$ cat src/rtl/mac_arbiter.sv
// mac_arbiter: two-requester round-robin front end for a shared complex MAC.
// A single transaction runs at a time: IDLE -> ISSUE -> WAIT -> DONE -> IDLE.
// The operands are latched when the request is granted. The result is
// captured on a rising edge of mac_ready. A WAIT that runs too long is
// aborted with err.
module mac_arbiter #(
  parameter int TIMEOUT = 64
) (
  input  logic        clk,
  input  logic        rst,
  input  logic        req0,
  input  logic        req1,
  input  logic [31:0] xa0,
  input  logic [31:0] xa1,
  input  logic [31:0] ya0,
  input  logic [31:0] ya1,
  output logic        gnt0,
  output logic        gnt1,
  output logic        done0,
  output logic        done1,
  output logic [19:0] res,
  output logic        err,
  output logic        mac_start,
  output logic [31:0] mac_x,
  output logic [31:0] mac_y,
  input  logic [19:0] mac_res,
  input  logic        mac_ready
);

  localparam int CW = (TIMEOUT > 1) ? $clog2(TIMEOUT) : 1;
  localparam logic [CW-1:0] CNT_LAST = CW'(TIMEOUT - 1);

  typedef enum logic [1:0] {IDLE, ISSUE, WAIT, DONE} state_t;

  state_t          state, nxt;
  logic            owner, last_served, mrdy_q, err_q;
  logic [CW-1:0]   cnt;
  logic [1:0]      req, gnt_v, done_v;
  logic [1:0][31:0] xv, yv;
  logic            win, rdy_edge, tmo;

  assign req = {req1, req0};
  assign xv  = {xa1, xa0};
  assign yv  = {ya1, ya0};

  // On a tie, the requester that was not served last wins.
  assign win      = (&req) ? ~last_served : req[1];
  assign rdy_edge = mac_ready & ~mrdy_q;
  assign tmo      = (cnt == CNT_LAST);

  assign {gnt1, gnt0}   = gnt_v;
  assign {done1, done0} = done_v;

  // State register
  always_ff @(posedge clk or negedge rst) begin
    if (!rst) state <= IDLE;
    else      state <= nxt;
  end

  // Next state. A ready edge is checked before the timeout, so an edge in the final cycle is a success.
  always_comb begin
    nxt = state;
    case (state)
      IDLE:    if (|req) nxt = ISSUE;
      ISSUE:   nxt = WAIT;
      WAIT:    if (rdy_edge || tmo) nxt = DONE;
      DONE:    nxt = IDLE;
      default: nxt = IDLE;
    endcase
  end

  // Datapath: operand latch, owner tracking, wait counter, result capture
  always_ff @(posedge clk or negedge rst) begin
    if (!rst) begin
      owner       <= 1'b0;
      last_served <= 1'b1;
      mrdy_q      <= 1'b0;
      err_q       <= 1'b0;
      cnt         <= '0;
      res         <= '0;
      mac_x       <= '0;
      mac_y       <= '0;
    end else begin
      mrdy_q <= mac_ready;
      cnt    <= '0;
      case (state)
        IDLE: if (|req) begin
          owner <= win;
          mac_x <= xv[win];
          mac_y <= yv[win];
          err_q <= 1'b0;
        end
        WAIT: begin
          if (rdy_edge)  res   <= mac_res;
          else if (tmo)  err_q <= 1'b1;
          else           cnt   <= cnt + CW'(1);
        end
        DONE: last_served <= owner;
        default: ;
      endcase
    end
  end

  // Outputs: single-cycle pulses decoded from the current state
  always_comb begin
    gnt_v     = '0;
    done_v    = '0;
    mac_start = 1'b0;
    err       = 1'b0;
    case (state)
      ISSUE: begin
        mac_start    = 1'b1;
        gnt_v[owner] = 1'b1;
      end
      DONE: begin
        done_v[owner] = 1'b1;
        err           = err_q;
      end
      default: ;
    endcase
  end

endmodule

$ cat config.mk
export PLATFORM = sky130hd
export DESIGN_NAME = mac_arbiter
export DESIGN_NICKNAME = d
export VERILOG_FILES = /design/src/rtl/mac_arbiter.sv
export SDC_FILE = /design/constraint.sdc
export NUM_CORES = 1
export LEC_CHECK = 0
export ABC_CLOCK_PERIOD_IN_PS = 1410
export CORE_ASPECT_RATIO = 2
export CORE_UTILIZATION = 35
export CTS_CLUSTER_DIAMETER = 120
export DETAILED_ROUTE_END_ITERATION = 16
export PLACE_DENSITY = 0.73
export SLEW_MARGIN = 20
export SYNTH_ARGS = -nofsm -noshare
export SYNTH_HDL_FRONTEND = slang
export SYNTH_SLANG_ARGS = --single-unit
$ cat constraint.sdc
create_clock -name clk -period 1.41 [get_ports clk]
set_input_delay 0.2115 -clock clk [delete_from_list [all_inputs] [get_ports clk]]
set_output_delay 0.2115 -clock clk [all_outputs]
set_load 0.1 [all_outputs]
==> impl_metrics.ini <==
[synthesis]
number_of_flops_mapped_to_enable_cells_by_yosys = 0
synth_top_cells_by_area = sky130_fd_sc_hd__dfrtp_1, sky130_fd_sc_hd__mux2i_1, sky130_fd_sc_hd__nand2_1, sky130_fd_sc_hd__o21ai_1, sky130_fd_sc_hd__mux2_2
ys_async_sr_fraction = 1.00
synth_largest_area_cell = sky130_fd_sc_hd__dfrtp_1
yosysTopAreaCellShare = 0.547
synthFlopType = sky130_fd_sc_hd__dfrtp_1
synth_seq_cells = 96
ys_seq_area_frac = 0.553
synth.cells.most_frequent = sky130_fd_sc_hd__dfrtp_1, sky130_fd_sc_hd__nand2_1, sky130_fd_sc_hd__mux2i_1
synth_warnings = 0
post_synth_instance_area_mm2 = 0.00435
synthesis.instances = 380
synth_nets = 538
postSynthAreaPerCell_um2 = 11.4
synthDistinctLibCells = 37
yosys.cell_count.top_type = sky130_fd_sc_hd__dfrtp_1

[sta]
drv_slew = 0
max_slew_margin = 0.623
fin_worst_hold_slack_ps = 430
finalWorstSetupSlack_ps = -209
timing_worst_slew_pin_value_ps = 566
rsz0062_at_grt = true
setup-violations-final = 94
final_hold_viol_count = 0
fin_crit_sh = 1.15
layout_min_cycle_time_ps = 1620
timing.clock.skew_ps = 5.51
timing.fmax_ghz = 0.618
timing.setup.tns_ps = -11220

[worst_setup_path]
critPathSlowestCell = sky130_fd_sc_hd__dfrtp_1
worst_path_fanout_max = 4
critical_path_arrival_ps = 1410
start_kind = flip-flop
timing.critical_path.slowest_cell_delay_ps = 420
endpoint_kind = output pin
crit_chain = buf_6 > ha_4 > and2_2 > buf_12
worst-endpoint-required_ps = 1200
worst-setup-path-type = flip-flop to output pin

[clock_network]
cts_made_buffers = 9
clock_latency_at_the_later_pin_of_the_worst_skew_pair_ps = 340
cts_max_path_buffers = 2
clk_pin_slew_worst_paths_ps = 60
cts_num_sinks = 96
cts_root_buf = sky130_fd_sc_hd__clkbuf_16
cts_tree = yes
htree_levels = 3

[global_routing]
grt_first_pass_wirelength_um = 22300
global_route.overflow_total = 0
grt_antenna_before_repair = 0
groute.usage.overall = 0.231
maximum_number_of_pins_on_one_net_before_global_route_repair = 97
grt_pass1_vias = 4531

[place]
io_buffers = 242
replace_congestion = 0.898
sum_of_net_half_perimeters_after_detailed_placement_um = 10800

[die]
die-width_um = 80.8
core_mm2 = 0.0121
floorplan.initialDensity = 0.359
dieArea_mm2 = 0.0129
die_y_um = 160
floorplan.io_pins = 243
floorplan.rows = 57

[detailed_routing]
drt_drc_violations_left = 0
route.detailed.vias_per_inst = 4.92
detail_route.wl_per_cell_um = 18.0
wl_um = 14600
ant_nets = 0
drt-pass1-iter-count = 4
via_count = 3973
drt_iter0_drc = 117

[finish]
area_growth_from_synthesis_to_layout_pct = 104
utilization = 0.730
layout.nets = 815
antenna-diode-count = 0
post_route_cells_drive_above_1_share = 0.339

[status]
outcome = finished with violations
violated_checks = negative setup slack

[hold_path]
worstHoldPathType = primary input to async pin

[job]
maxCapViolCount = 0
## cells in the final DEF (no fill, tap or decap), types with 16 or more instances in the layout
cell,count
sky130_fd_sc_hd__o21ai_2,19
sky130_fd_sc_hd__mux2i_1,64
sky130_fd_sc_hd__o21ai_1,43
sky130_fd_sc_hd__dfrtp_1,95
sky130_fd_sc_hd__clkdlybuf4s50_1,151
sky130_fd_sc_hd__mux2_2,21
sky130_fd_sc_hd__nand2_1,52
sky130_fd_sc_hd__buf_4,17
sky130_fd_sc_hd__nand2_2,16
sky130_fd_sc_hd__buf_12,101
## layout make-up
class	instances	area (um2)
repair buffers	290	3960
multi-input cells	256	1930
clock inverters	5	129
well taps	147	184
clock buffers	10	229
flip-flops and latches	96	2400
inverters	4	15.0
fillers	813	3270
## kinds of logic after synthesis
kind of cell	share of synthesized area
xor gates and xnor gates	0.00604
DFF	0.553
AOI/OAI and AO/OA	0.0961
adders and majority gates	0.0144
and+or+nand+nor	0.0826
buffers and inverters	0.0463
muxes	0.202
## state kept, by name, indices dropped and copies added (netlist names)
signal,flops
err_q,1
mrdy_q,1
owner,1
cnt,6
mac_x,32
res,20
last_served,1
mac_y,32
state,2
## per-layer routing
| layer | wire length [um] | vias up | track usage |
|---|---|---|---|
| li1 | - | 1868 | - |
| met1 | 4570 | 1898 | 0.218 |
| met2 | 8530 | 177 | 0.447 |
| met3 | 976 | 30 | 0.0509 |
| met4 | 487 | 0 | 0.101 |
| met5 | 0 | - | 0 |
## what timing repair did
item / 4_1_cts / 5_1_grt
endpoints found under the hold margin: 95 / 0
hold buffers: 1 / 0
endpoints found under the setup margin: 69 / 97
gates cloned: 6 / 3
resized for setup: 39 / 41
buffers inserted: 7 / 1
pin swaps: 1 / 4
## path summary, 6_finish.rpt
check | start | to | slack [ps] | cells after the start
worst max-delay path | state[1] | done1 | -210 | 4
worst min-delay path | rst | mac_x[23] | 430 | 3
worst max register to register | state[1] | mac_y[20] | -190 | 9
worst min register to register | cnt[0] | cnt[0] | 480 | 1
max in group asynchronous | rst | mac_x[18] | 500 | 3
min in group clk | mac_ready | mrdy_q | 480 | 2
## critical path: cells and delay by family, from the launching register on
family / cells / cell delay [ps]
flops: 1 / 420
buf+inv: 2 / 300
simple gates: 1 / 180
fa+ha+maj: 1 / 160
## through the flow
stage | std cells | cell area (um2) | setup WS [ps]
after floorplan | 380 | 4400 | -210
after global routing | 808 | 8850 | -243
after detailed placement | 778 | 8090 | -356
after CTS | 807 | 8750 | -230
final | 808 | 8850 | -209
after global placement | 778 | 8090 | -322
Power is not shown: default switching activity piles up to over one toggle a cycle in this logic, so the estimate is an artifact.
